### src/rtl/fetch_queue_pkg.sv
// fetch_queue_pkg: shared entry type and default constants for the fetch queue
package fetch_queue_pkg;

    localparam int FQ_XLEN = 32;
    localparam logic [FQ_XLEN-1:0] FQ_RESET_PC = 32'h0100_0000;
    localparam logic [FQ_XLEN-1:0] FQ_BUBBLE = 32'hffff_ffff;

    typedef struct packed {
        logic [FQ_XLEN-1:0] pc;
        logic [FQ_XLEN-1:0] inst;
    } fq_entry_t;

endpackage

### src/rtl/fetch_queue_if.sv
// fetch_queue_if: imemory, redirect and decode-side signals of the fetch queue
interface fetch_queue_if
    import fetch_queue_pkg::*;
#(
    parameter int XLEN  = FQ_XLEN,
    parameter int DEPTH = 4
);
    logic [XLEN-1:0]        imem_addr;
    logic [XLEN-1:0]        imem_rdata;
    logic                   imem_en;
    logic                   redirect_valid;
    logic [XLEN-1:0]        redirect_pc;
    logic                   out_valid;
    logic [XLEN-1:0]        out_pc;
    logic [XLEN-1:0]        out_inst;
    logic                   deq_ready;
    logic [$clog2(DEPTH):0] count;

    modport master (
        output imem_addr, imem_en, out_valid, out_pc, out_inst, count,
        input  imem_rdata, redirect_valid, redirect_pc, deq_ready
    );

    modport slave (
        input  imem_addr, imem_en, out_valid, out_pc, out_inst, count,
        output imem_rdata, redirect_valid, redirect_pc, deq_ready
    );
endinterface

### src/rtl/fetch_queue_storage.sv
// fetch_queue_storage: DEPTH-entry {pc,inst} register file, one write port, async read
module fetch_queue_storage
    import fetch_queue_pkg::*;
#(
    parameter int DEPTH = 4,
    localparam int AW = $clog2(DEPTH)
) (
    input  logic          clock,
    input  logic          i_we,
    input  logic [AW-1:0] i_waddr,
    input  fq_entry_t     i_wdata,
    input  logic [AW-1:0] i_raddr,
    output fq_entry_t     o_rdata
);
    fq_entry_t r_mem [DEPTH];

    // Data contents are not reset; validity is tracked by the control count.
    always_ff @(posedge clock) begin
        if (i_we) r_mem[i_waddr] <= i_wdata;
    end

    assign o_rdata = r_mem[i_raddr];
endmodule

### src/rtl/fetch_queue.sv
// fetch_queue: fetch PC owner with DEPTH-entry decoupling queue toward decode.
// Optional statistics counters enabled by defining FETCH_QUEUE_STATS_EN.
module fetch_queue
    import fetch_queue_pkg::*;
#(
    parameter int              XLEN     = FQ_XLEN,
    parameter int              DEPTH    = 4,
    parameter logic [XLEN-1:0] RESET_PC = FQ_RESET_PC,
    parameter logic [XLEN-1:0] BUBBLE   = FQ_BUBBLE
) (
    input  logic  clock,
    input  logic  reset,
    fetch_queue_if.master bus
`ifdef FETCH_QUEUE_STATS_EN
    ,
    output logic [31:0] stall_cycles,
    output logic [31:0] flush_count
`endif
);
    localparam int AW = $clog2(DEPTH);
    localparam int CW = AW + 1;

    logic [XLEN-1:0] r_fetch_pc;
    logic [AW-1:0]   r_rd_ptr;
    logic [AW-1:0]   r_wr_ptr;
    logic [CW-1:0]   r_count;
    logic            w_pop;
    logic            w_push;
    logic            w_full;
    fq_entry_t       w_head;
    fq_entry_t       w_wdata;

    assign w_full        = r_count == CW'(DEPTH);
    assign bus.out_valid = (r_count != '0) & !bus.redirect_valid;
    assign w_pop         = bus.out_valid & bus.deq_ready;
    assign w_push        = !bus.redirect_valid & (!w_full | w_pop);
    assign bus.imem_en   = w_push;
    assign bus.imem_addr = r_fetch_pc;
    assign bus.count     = r_count;
    assign bus.out_pc    = bus.out_valid ? w_head.pc : BUBBLE;
    assign bus.out_inst  = bus.out_valid ? w_head.inst : BUBBLE;
    assign w_wdata       = '{pc: r_fetch_pc, inst: bus.imem_rdata};

    fetch_queue_storage #(.DEPTH(DEPTH)) u_storage (
        .clock   (clock),
        .i_we    (w_push),
        .i_waddr (r_wr_ptr),
        .i_wdata (w_wdata),
        .i_raddr (r_rd_ptr),
        .o_rdata (w_head)
    );

    // Pointer, occupancy and fetch PC update; reset beats redirect beats push/pop.
    always_ff @(posedge clock) begin
        if (reset) begin
            r_fetch_pc <= RESET_PC;
            r_rd_ptr   <= '0;
            r_wr_ptr   <= '0;
            r_count    <= '0;
        end else if (bus.redirect_valid) begin
            r_fetch_pc <= bus.redirect_pc & ~XLEN'(3);
            r_rd_ptr   <= '0;
            r_wr_ptr   <= '0;
            r_count    <= '0;
        end else begin
            r_fetch_pc <= w_push ? r_fetch_pc + XLEN'(4) : r_fetch_pc;
            r_wr_ptr   <= w_push ? r_wr_ptr + AW'(1) : r_wr_ptr;
            r_rd_ptr   <= w_pop ? r_rd_ptr + AW'(1) : r_rd_ptr;
            r_count    <= r_count + CW'(w_push) - CW'(w_pop);
        end
    end

`ifdef FETCH_QUEUE_STATS_EN
    logic [31:0] r_stall_cycles;
    logic [31:0] r_flush_count;

    // Count full-queue stall cycles and redirect (flush) cycles; both wrap.
    always_ff @(posedge clock) begin
        if (reset) begin
            r_stall_cycles <= '0;
            r_flush_count  <= '0;
        end else begin
            r_stall_cycles <= r_stall_cycles + 32'(w_full & !w_pop & !bus.redirect_valid);
            r_flush_count  <= r_flush_count + 32'(bus.redirect_valid);
        end
    end

    assign stall_cycles = r_stall_cycles;
    assign flush_count  = r_flush_count;
`endif
endmodule

### src/flat_wrapper.sv
// flat-port wrapper written by rule: the top's interface ports become plain ports
module fetch_queue_flat import fetch_queue_pkg::*;
#(
    parameter int              XLEN     = FQ_XLEN,
    parameter int              DEPTH    = 4,
    parameter logic [XLEN-1:0] RESET_PC = FQ_RESET_PC,
    parameter logic [XLEN-1:0] BUBBLE   = FQ_BUBBLE
)
  (clock, reset, bus_imem_addr, bus_imem_en, bus_out_valid, bus_out_pc, bus_out_inst, bus_count, bus_imem_rdata, bus_redirect_valid, bus_redirect_pc, bus_deq_ready);
  fetch_queue_if #(.XLEN(XLEN), .DEPTH(DEPTH)) bus_i ();
  input  logic clock;
  input  logic reset;
  output wire logic [$bits(bus_i.imem_addr)-1:0] bus_imem_addr;
  output wire logic [$bits(bus_i.imem_en)-1:0] bus_imem_en;
  output wire logic [$bits(bus_i.out_valid)-1:0] bus_out_valid;
  output wire logic [$bits(bus_i.out_pc)-1:0] bus_out_pc;
  output wire logic [$bits(bus_i.out_inst)-1:0] bus_out_inst;
  output wire logic [$bits(bus_i.count)-1:0] bus_count;
  input wire logic [$bits(bus_i.imem_rdata)-1:0] bus_imem_rdata;
  input wire logic [$bits(bus_i.redirect_valid)-1:0] bus_redirect_valid;
  input wire logic [$bits(bus_i.redirect_pc)-1:0] bus_redirect_pc;
  input wire logic [$bits(bus_i.deq_ready)-1:0] bus_deq_ready;
  assign bus_imem_addr = bus_i.imem_addr;
  assign bus_imem_en = bus_i.imem_en;
  assign bus_out_valid = bus_i.out_valid;
  assign bus_out_pc = bus_i.out_pc;
  assign bus_out_inst = bus_i.out_inst;
  assign bus_count = bus_i.count;
  assign bus_i.imem_rdata = bus_imem_rdata;
  assign bus_i.redirect_valid = bus_redirect_valid;
  assign bus_i.redirect_pc = bus_redirect_pc;
  assign bus_i.deq_ready = bus_deq_ready;
  fetch_queue #(.XLEN(XLEN), .DEPTH(DEPTH), .RESET_PC(RESET_PC), .BUBBLE(BUBBLE)) u_core (.clock(clock), .reset(reset), .bus(bus_i));
endmodule
### config.mk
export PLATFORM = sky130hd
export DESIGN_NAME = fetch_queue_flat
export DESIGN_NICKNAME = d
export VERILOG_FILES = /design/src/rtl/fetch_queue_pkg.sv /design/src/rtl/fetch_queue_if.sv /design/src/rtl/fetch_queue_storage.sv /design/src/rtl/fetch_queue.sv /design/src/flat_wrapper.sv
export SDC_FILE = /design/constraint.sdc
export NUM_CORES = 1
export LEC_CHECK = 0
export CORE_MARGIN = 10
export CORE_UTILIZATION = 58
export CTS_BUF_LIST = sky130_fd_sc_hd__clkbuf_16
export CTS_CLUSTER_SIZE = 25
export DETAILED_ROUTE_END_ITERATION = 7
export DONT_BUFFER_PORTS = 1
export PLACE_DENSITY = 0.74
export SETUP_SLACK_MARGIN = 0.1
export SLEW_MARGIN = 20
export SYNTH_ARGS = -nofsm -noshare
export SYNTH_HDL_FRONTEND = slang
export SYNTH_SLANG_ARGS = --single-unit
### constraint.sdc
create_clock -name clock -period 3.5 [get_ports clock]
set_clock_uncertainty 0.05 [all_clocks]
set_input_delay 0.875 -clock clock [delete_from_list [all_inputs] [get_ports clock]]
set_output_delay 0.875 -clock clock [all_outputs]
set_load 0.01 [all_outputs]
# ---- Yosys cells after proc, flatten, opt, wreduce, memory -nomap -nowiden
# Memory sizes are Yosys's and may differ from the RTL's. A register that Yosys moved wholly into a read port is not among the register bits.
# Index checks and enable logic that the tools add are counted.
dict set report word_totals {
  mem_bits_rw 256
  rom_bits 0
  reg_bits 39
  latchBits 0
  mem_count 1
}
dict set report classes {
  n_addsub 5
  div_mod_pow 0
  reduce_logical 5
  mux 8
  eq_ne 1
  n_bitwise 4
  multipliers 0
  order_cmp 0
  shift 0
}
# name words word_bits rd rd_ports_with_merged_regs write_ports line
set memory_table {}
lappend memory_table {u_core.u_storage.r_mem 4 64 1 1 1 fetch_queue_storage.sv:15} ;# fq_entry_t r_mem [DEPTH];
# operator count
set op_table {}
lappend op_table {{two-way mux 32 bit} 4}
lappend op_table {{adder 32 x 3 -> 32 bit (second input constant)} 1}
lappend op_table {{adder 2 x 1 -> 2 bit (second input constant)} 2}
lappend op_table {{two-way mux 2 bit} 2}
lappend op_table {{adder 3 x 1 -> 3 bit} 1}
lappend op_table {{bitwise AND 1 bit} 3}
lappend op_table {{equality test 3 bit (second input constant)} 1}
lappend op_table {{nonzero test 3 bit} 1}
lappend op_table {{subtractor 3 x 1 -> 3 bit} 1}
lappend op_table {{zero test 1 bit} 2}
lappend op_table {{two-way mux 1 bit} 2}
lappend op_table {{nonzero test 2 bit} 1}
lappend op_table {{OR reduction 2 bit} 1}
lappend op_table {{OR 1 bit} 1}

# ---- Logic depth before layout (Yosys ltp)
# Gate-level depths: netlist of the first run.
dict set report logic_depth {
  word_depth 7
  ltp_mapped 13
}

# ---- Modules after synthesis
# Synthesis of the first run repeated with hierarchy kept, for this count alone.
dict set report unflattened {
  hier_cells 701
  area_unflattened_um2 12109.1
}
# mod cells_per_inst area_per_inst_um2 instances
set modules_own_cells {}
lappend modules_own_cells {fetch_queue_storage 338 9341.5 1}
lappend modules_own_cells {fetch_queue 363 2767.7 1}

# ---- Least setup slack after synthesis of the first run
# No wires, ideal clock.
dict set report synth_timing {
  path_kind {input to register}
  from {in bus_redirect_valid}
  to {mem u_core.u_storage.r_mem[2][0] in the netlist's numbering (enable)}
  required_time_ns 3.024
  t_arrival_ns 2.941
  slack_ns 0.083
  path_stages 3
  path_buffers 1
  cell_sequence {clkbuf_1 nor2_1 and2_1}
}
dict set report synth_between {
  elab_chain_len 7
}
# element line
set synth_rtl {}
lappend synth_rtl {{start, declared} flat_wrapper.sv:20} ;# input wire logic [$bits(bus_i.redirect_valid)-1:0] bus_redirect_valid;
lappend synth_rtl {{zero test 1 bit *} {fetch_queue.sv:34, fetch_queue.sv:36}}
lappend synth_rtl {{bitwise AND 1 bit} fetch_queue.sv:34} ;# assign bus.out_valid = (r_count != '0) & !bus.redirect_valid;
lappend synth_rtl {{bitwise AND 1 bit} fetch_queue.sv:35} ;# assign w_pop = bus.out_valid & bus.deq_ready;
lappend synth_rtl {{OR 1 bit} fetch_queue.sv:36} ;# assign w_push = !bus.redirect_valid & (!w_full | w_pop);
lappend synth_rtl {{bitwise AND 1 bit *} fetch_queue.sv:36}
lappend synth_rtl {{via bus_imem_en} flat_wrapper.sv:14} ;# output wire logic [$bits(bus_i.imem_en)-1:0] bus_imem_en;
lappend synth_rtl {{two-way mux 1 bit *} fetch_queue_storage.sv:19} ;# if (i_we) r_mem[i_waddr] <= i_wdata;
lappend synth_rtl {{two-way mux 1 bit (implied by the code) *} fetch_queue_storage.sv:19}
lappend synth_rtl {{end, declared} fetch_queue_storage.sv:15}
# Mark *: on every way through the listed nets, which the timed path passes. The rest lies on a longest branch.

==> impl_metrics.tcl, run 1 <==
set metrics [dict create \
    worst_slack_ns 0.3297 \
    clockBufferDepth 3 \
    rows 51 \
    cp_max_fo 32 \
    dpl_worst_slack_ns 0.6371 \
    worstSetupPathType "register to output port" \
    insertion_delay_ns 0.54 \
    stdcell_area_um2 12780 \
    mostFrequentLayoutCells "edfxtp_1 (248), or3_1 (67), mux4_2 (62)" \
    layout-drive-gt1-share_pct 18.47 \
    dp_hpwl_um 15480 \
    vias_per_cell 6.347 \
    tns_ns 0 \
    netlist_area_um2 11490 \
    placed_cell_area_um2 11850 \
    initial_core_util_pct 59.05 \
    slew_headroom_pct 53.52 \
    mostFrequentLayoutCell "edfxtp_1" \
    synth_warnings 0 \
    min_period_ns 3.170 \
    place_inst 902 \
    synth_seq_cells 287 \
    multiInputGateArea_um2 3064 \
    avgSynthCellArea_um2 17.26 \
    syn2layout_area_growth_pct 11.19 \
    leakagePower_nw 3.976 \
    max_freq_ghz 0.3154 \
    nFillCells 1289 \
    crit_end "bus_out_pc[11]" \
    cts_sinks 287 \
    holdBufCountCts 0 \
    synth_flop_cell "edfxtp_1" \
    grt_max_degree 86 \
    synth.distinct_cells 46 \
    required_ns 2.57 \
    port-buffer-count 0 \
    slew_violations 0 \
    yosys.area.top_type "edfxtp_1" \
    core_area_um2 19460 \
    cts_buffers 28 \
    r2r_cells 5 \
    nNetsFinal 747 \
    postRouteAntennaNets 0 \
    critPathCaptureType "output port" \
    die_h_um 160.8 \
    cts.clk_slew.worst_paths_ns 0.06 \
    drt_iter0_drc 607 \
    seq_area_frac_synth_pct 71.59 \
    grt_use_total_pct 18.99 \
    tightest_slew_ns 0.6965 \
    antenna_found_initial 3 \
    crit_arrival_ns 2.25 \
    gp_congestion 0.8149 \
    utilization_pct 65.66 \
    synth_enable_flop_cells 248 \
    netlist_instances 666 \
    wire_per_inst_um 25.80 \
    hold_class "primary input to register" \
    cts_root_buf "clkbuf_16" \
    die-area_um2 25850 \
    yosysTopAreaCellShare_pct 64.79 \
    maxCapViolCount 0 \
    powerDensity_nw_per_um2 557.2 \
    post-route-period-util_pct 90.58 \
    r2r_end "u_core.bus.imem_addr[27]" \
    seqCellArea_um2 8235 \
    dr.pass1.iters 5 \
    r2r_slack_ns 0.79 \
    die_w_um 160.8 \
    vias 6093 \
    globalRouteOverflowTotal 0 \
    cts_tree "done" \
    ir_drop_mv 0.3854 \
    r2r-start "u_core.bus.imem_addr[5]" \
    setup_violations 0 \
    grt_pass1_wl_um 38260 \
    finalNonFillerCells 960 \
    rsz0062_at_grt "no" \
    hold_viol 0 \
    synth_area_leaders "edfxtp_1 (65%), mux4_2 (12%), dfxtp_1 (6.8%)" \
    io_pins 169 \
    routed_wl_um 24770 \
    drc_errors 0 \
    cp-start-kind "register" \
    grt_pass1_vias 6268 \
    synthArstFlopShare_pct 0 \
    htreeDepth 1 \
    status "finished, final reports clean" \
]
## cell type report
cell class              count  area share, %
clock inverters            21         0.9007
well taps                 265          2.594
flip-flops and latches    287          64.44
diodes                      2        0.03916
inverters                  12         0.3525
clock buffers              31          6.070
multi-input cells         326          23.98
repair buffers             16          1.625
## report_power, final
group | internal, W | leakage (nW) | switching [W] | total (W)
Clock | 0.00165 | 0.471 | 0.00120 | 0.00285
Sequential | 0.00385 | 2.64 | 0.000106 | 0.00396
Combinational | 0.000131 | 0.868 | 0.000179 | 0.000310
## logic make-up after synthesis
logic type	synth area share (%)
buf+inv	1.916
compound gates	3.233
flops	71.59
mux	12.24
simple gates	8.382
xor+xnor	1.677
fa+ha+maj	0.9362
other cells	0.03263
## synthesized netlist by cell type (8+ instances only)
master and number:
nand2_1 25, or3_1 67, o21ai_0 12, nor3_1 8, a211oi_1 9, edfxtp_1 248, nand3_1 12, a21oi_1 10
inv_1 11, clkbuf_1 29, mux4_2 62, xnor2_1 19, dfxtp_1 39, nor2_1 29
## state kept, by name (all words and copies together), names as in the netlist, named ones only
signal                  flops
u_core.u_storage.r_mem    248
u_core.bus.count            3
u_core.r_rd_ptr             2
u_core.r_wr_ptr             2
u_core.bus.imem_addr       30
## through the flow
step,hold slack (ns),total power (W)
2_1_floorplan,0.4147,0.004234
3_3_place_gp,0.4214,0.004320
3_5_place_dp,0.4475,0.004343
4_1_cts,0.3375,0.007177
5_1_grt,0.3328,0.007352
6_report,0.3565,0.007121
## repair_timing
item                                    in CTS  in global routing
endpoints found under the setup margin       0                 12
gates resized for setup                      0                  0
buffers inserted                             0                  4
## worst min path at each step
stage	startpoint	to	slack, ns	depth (start not counted)
final	reset	u_core.bus.imem_addr[23]	0.36	1
after detailed placement	u_core.r_wr_ptr[1]	u_core.r_wr_ptr[1]	0.45	2
after floorplan	u_core.r_wr_ptr[1]	u_core.r_wr_ptr[1]	0.41	2
after global routing	reset	u_core.bus.imem_addr[28]	0.33	1
after global placement	u_core.r_wr_ptr[1]	u_core.r_wr_ptr[1]	0.42	2
after CTS	reset	u_core.bus.imem_addr[28]	0.34	1
## critical path, cell delays in order (launching register included)
cell,delay (ns)
dfxtp_4,0.67
buf_12,0.29
mux4_2,0.33
or3_1,0.41
## layer usage
metal / track usage [%] / wire length [um] / vias up
met5: 0 / 7 / -
met4: 6.410 / 591 / 2
met3: 6.646 / 2244 / 41
met2: 30.97 / 12490 / 241
met1: 23.25 / 9435 / 3139
li1: - / - / 2670
(Power assumes the default switching activity.)
==> inputs of run 2 (changes only) <==
--- a/config.mk
+++ b/config.mk
@@ -12,6 +12,7 @@
 export DETAILED_ROUTE_END_ITERATION = 7
 export DONT_BUFFER_PORTS = 1
 export PLACE_DENSITY = 0.74
+export RECOVER_POWER = 50
 export SETUP_SLACK_MARGIN = 0.1
 export SLEW_MARGIN = 20
 export SYNTH_ARGS = -nofsm -noshare
==> constraint.sdc (replaced) <==
create_clock -name clock -period 3.1 [get_ports clock]
set_clock_uncertainty 0.05 [all_clocks]
set_input_delay 0.775 -clock clock [delete_from_list [all_inputs] [get_ports clock]]
set_output_delay 0.775 -clock clock [all_outputs]
set_load 0.01 [all_outputs]
==> impl_metrics.tcl, run 2 (same netlist as run 1, synthesis figures left out) <==
set metrics [dict create \
    status "finished, final reports clean" \
    mostFrequentLayoutCell "edfxtp_1" \
    grt_pass1_vias 6449 \
    top_layer "met5" \
    min_period_ns 2.958 \
    pwr-share-seq_pct 55.2 \
    r2r_slack_ns 0.32 \
    rows 51 \
    cts_root_buf "clkbuf_16" \
    port-buffer-count 0 \
    r2r_cells 6 \
    met2_length_um 12610 \
    drt-met1-wl_um 9322 \
    holdBufCountCts 0 \
    cp-start-kind "register" \
    syn2layout_area_growth_pct 10.98 \
    grt_pass1_wl_um 38630 \
    leakagePower_nw 3.942 \
    slowest_stage "mux4_2" \
    slew_violations 0 \
    top_register "u_core.u_storage.r_mem" \
    dr.pass1.iters 5 \
    postRouteAntennaNets 0 \
    post-route-period-util_pct 95.41 \
    path_cells "buf_4, mux4_2, or3_1" \
    pwr-share-comb_pct 4.5 \
    antenna_found_initial 3 \
    max_freq_ghz 0.3381 \
    ir_drop_mv 0.4549 \
    required_ns 2.27 \
    hold_viol 0 \
    dp_hpwl_um 15520 \
    p_sw_w 0.001656 \
    htreeDepth 1 \
    tightest_slew_ns 0.9914 \
    intPower_w 0.006419 \
    vias_per_cell 6.318 \
    wire_per_inst_um 25.90 \
    worstSetupPathType "register to output port" \
    cts_tree "done" \
    crit_arrival_ns 2.13 \
    initial_core_util_pct 59.05 \
    met3_length_um 2335 \
    die_h_um 160.8 \
    cts.clk_slew.worst_paths_ns 0.06 \
    mostFrequentLayoutCells "edfxtp_1 (248), or3_1 (66), mux4_2 (62)" \
    routed_wl_um 24920 \
    cts_sinks 287 \
    core_area_um2 19460 \
    slowest_delay_ns 0.54 \
    cts_buffers 28 \
    largest_register_ffs 248 \
    drc_errors 0 \
    powerDensity_nw_per_um2 633.0 \
    critPathCaptureType "output port" \
    slew_headroom_pct 33.91 \
    switching_share_pct 20.51 \
    r2r-start "u_core.bus.imem_addr[6]" \
    grt_max_degree 86 \
    maxCapViolCount 0 \
    die_w_um 160.8 \
    die-area_um2 25850 \
    rsz0062_at_grt "yes" \
    layout-drive-gt1-share_pct 17.96 \
    setup_violations 0 \
    clockBufferDepth 3 \
    power_w 0.008075 \
    hold_depth 1 \
    nNetsFinal 754 \
    globalRouteOverflowTotal 0 \
    tns_ns 0 \
    grt_use_total_pct 18.95 \
    hold_class "primary input to register" \
    hp-start "reset" \
    vias 6078 \
    insertion_delay_ns 0.53 \
    gp_congestion 0.7760 \
    clkPwrFrac_pct 40.4 \
    cp_max_fo 7 \
    drt_iter0_drc 640 \
    io_pins 169 \
]
## run 2: timing repair
item / 4_1_cts / 5_1_grt
hold endpoints to repair: 0 / 0
resized for setup: 1 / 1
setup buffers: 2 / 1
setup endpoints to repair: 53 / 38
## run 2: power by group through the flow
stage	clock (W)	combinational (W)	sequential, W
finish	0.00326	0.000362	0.00445
global route	0.00347	0.000400	0.00447
CTS	0.00330	0.000375	0.00446
detailed placement	0	0.000371	0.00454
global placement	0	0.000364	0.00452
floorplan	0	0.000275	0.00450
## run 2: metrics by stage
step	area, um^2	std cells	setup slack (ns)	hold slack, ns	util (%)
2_1_floorplan	11500	667	0.2553	0.4147	-
3_3_place_gp	11880	910	0.4475	0.4219	61.02
3_5_place_dp	11880	910	0.4108	0.4746	61.02
4_1_cts	12780	960	0.1054	0.2531	65.68
5_1_grt	12760	962	0.06835	0.2602	65.54
6_report	12760	962	0.1422	0.2680	65.54
## run 2: layer usage
| metal | track usage [%] | vias up |
|---|---|---|
| met2 | 31.62 | 272 |
| met1 | 23.06 | 3084 |
| met4 | 6.162 | 2 |
| li1 | - | 2673 |
| met3 | 6.007 | 47 |
| met5 | 0 | - |
## run 2: worst max-delay path: cells and delay by family (launching register included)
kind	cells	cell delay (ns)
DFF	1	0.46
buffers and inverters	1	0.21
and+or+nand+nor	1	0.39
muxes	1	0.54
## run 2: area by class of cell
cell class                      count  area (um^2)
Sequential cell                   287         8235
Fill cell                        1329         6706
Multi-Input combinational cell    326         3062
Clock buffer                       29        725.7
Tap cell                          265        331.6
Timing Repair Buffer               23        192.7
Clock inverter                     19        161.4
Inverter                           12        45.04
Antenna cell                        1        2.502
## run 2: path summary, 6_finish.rpt
check / endpoint
max reg2reg: u_core.bus.imem_addr[25]
max: bus_out_pc[13]
min: u_core.bus.imem_addr[18]
min reg2reg: u_core.r_wr_ptr[1]
==> inputs of run 3 (changes only) <==
--- a/config.mk
+++ b/config.mk
@@ -11,6 +11,8 @@
 export CTS_CLUSTER_SIZE = 25
 export DETAILED_ROUTE_END_ITERATION = 7
 export DONT_BUFFER_PORTS = 1
+export GPL_ROUTABILITY_DRIVEN = 0
+export HOLD_SLACK_MARGIN = 0.1
 export PLACE_DENSITY = 0.74
 export RECOVER_POWER = 50
 export SETUP_SLACK_MARGIN = 0.1
==> constraint.sdc (replaced) <==
create_clock -name clock -period 3.1 [get_ports clock]
set_clock_uncertainty 0.05 [all_clocks]
set_input_delay 0.465 -clock clock [delete_from_list [all_inputs] [get_ports clock]]
set_output_delay 0.465 -clock clock [all_outputs]
set_load 0.01 [all_outputs]
==> impl_metrics.tcl, run 3 (same netlist as run 1, synthesis figures left out) <==
set metrics [dict create \
    htreeDepth 1 \
    postRouteAntennaNets 0 \
    insertion_delay_ns 0.53 \
    layout-drive-gt1-share_pct 17.26 \
    rows 51 \
    port-buffer-count 0 \
    slowest_delay_ns 0.75 \
    r2r_end "u_core.bus.imem_addr[21]" \
    seqCellArea_um2 8237 \
    worstSetupPathType "register to register" \
    grt_max_degree 80 \
    powerDensity_nw_per_um2 640.9 \
    multiInputGateArea_um2 3059 \
    core_area_um2 19460 \
    tightest_slew_ns 0.9950 \
    path_cells "and4_1, nand2_2, or4_1, xor2_1, a211oi_1, dlygate4sd3_1" \
    utilization_pct 69.57 \
    status "finished, final reports clean" \
    grt_pass1_wl_um 39970 \
    nFillCells 1217 \
    r2r_slack_ns 0.20 \
    placed_cell_area_um2 11800 \
    die-area_um2 25850 \
    dr.pass1.iters 5 \
    cts.clk_slew.worst_paths_ns 0.06 \
    cts_root_buf "clkbuf_16" \
    initial_core_util_pct 59.05 \
    clockBufferDepth 3 \
    cts_buffers 28 \
    required_ns 3.53 \
    post-route-period-util_pct 93.49 \
    cts_tree "done" \
    hp-start "bus_redirect_pc[29]" \
    r2r-start "u_core.bus.imem_addr[7]" \
    holdWs_ns 0.1318 \
    dp_hpwl_um 15010 \
    maxCapViolCount 0 \
    drc_errors 0 \
    r2r_cells 6 \
    min_period_ns 2.898 \
    routed_wl_um 26170 \
    globalRouteOverflowTotal 0 \
    hold_depth 2 \
    drt_iter0_drc 643 \
    vias 6425 \
    cp_num_buf_inv 1 \
    tns_ns 0 \
    stdcell_area_um2 13540 \
    mostFrequentLayoutCells "edfxtp_1 (248), or3_1 (67), dlygate4sd3_1 (65)" \
    grt_pass1_vias 6710 \
    rsz0062_at_grt "no" \
    slew_headroom_pct 33.67 \
    cts_sinks 287 \
    hold_viol 0 \
    antenna_found_initial 3 \
    hold_class "primary input to register" \
    setup_violations 0 \
    cp_max_fo 9 \
    slew_violations 0 \
    worstHoldEndpoint "u_core.bus.imem_addr[29]" \
    die_w_um 160.8 \
    syn2layout_area_growth_pct 17.80 \
    place_inst 902 \
    finalNonFillerCells 1026 \
    cp_top_family "simple AND/OR/NAND/NOR gates" \
    critPathCaptureType "register" \
    cp-start-kind "register" \
    mostFrequentLayoutCell "edfxtp_1" \
    vias_per_cell 6.262 \
    ir_drop_mv 0.5083 \
    leakagePower_nw 4.256 \
    grt_use_total_pct 19.62 \
    wire_per_inst_um 25.50 \
    slowest_stage "or4_1" \
    io_pins 169 \
    max_freq_ghz 0.3450 \
    top_register "u_core.u_storage.r_mem" \
    crit_arrival_ns 3.33 \
    die_h_um 160.8 \
    largest_register_ffs 248 \
    nNetsFinal 813 \
]
-- run 3: layout make-up --
type	count	share of cell area, %
timing repair buffer	82	6.044
tap	265	2.449
inverter	12	0.3327
sequential	287	60.84
antenna	2	0.03697
clock inverter	23	2.347
multi-input combinational	326	22.59
clock buffer	29	5.360
-- run 3: through the flow --
step	power, W	worst slack, ns
5_1_grt	0.008935	0.07016
2_1_floorplan	0.004780	0.4504
3_3_place_gp	0.004876	0.4676
4_1_cts	0.008729	0.2047
6_report	0.008678	0.2017
3_5_place_dp	0.004901	0.3955
-- run 3: worst max-delay path by stage --
stage	from	to	slack, ns	cells past startpoint
2_1_floorplan	u_core.bus.count[1]	u_core.bus.count[2]	0.45	11
3_3_place_gp	u_core.bus.count[2]	u_core.bus.count[2]	0.47	12
3_5_place_dp	u_core.bus.count[2]	u_core.bus.count[2]	0.40	12
4_1_cts	u_core.bus.imem_addr[6]	u_core.bus.imem_addr[21]	0.20	6
5_1_grt	u_core.bus.count[1]	u_core.u_storage.r_mem[1][6]	0.07	5
6_report	u_core.bus.imem_addr[7]	u_core.bus.imem_addr[21]	0.20	6
-- run 3: timing repair --
item                                    CTS  global route
buffers inserted                          5             0
resized for setup                         0             1
endpoints found under the setup margin    1             2
hold buffers                             65             0
hold endpoints to repair                156             0
-- run 3: layer usage --
metal  share of wire [%]  global-route usage (%)  up-vias
li1                    -                       -     2800
met1                  38                   24.39     3270
met2                  51                   33.28      301
met3                 8.6                   5.215       52
met4                 2.1                   5.583        2
met5               0.050                       0        -
-- run 3: where the power goes --
| group | total [W] | switching, W | internal [W] | leakage [nW] |
|---|---|---|---|---|
| Combinational | 0.000448 | 0.000251 | 0.000196 | 1.10 |
| Clock | 0.00377 | 0.00141 | 0.00236 | 0.518 |
| Sequential | 0.00446 | 0.000112 | 0.00435 | 2.64 |
| Total | 0.00868 | 0.00177 | 0.00691 | 4.26 |
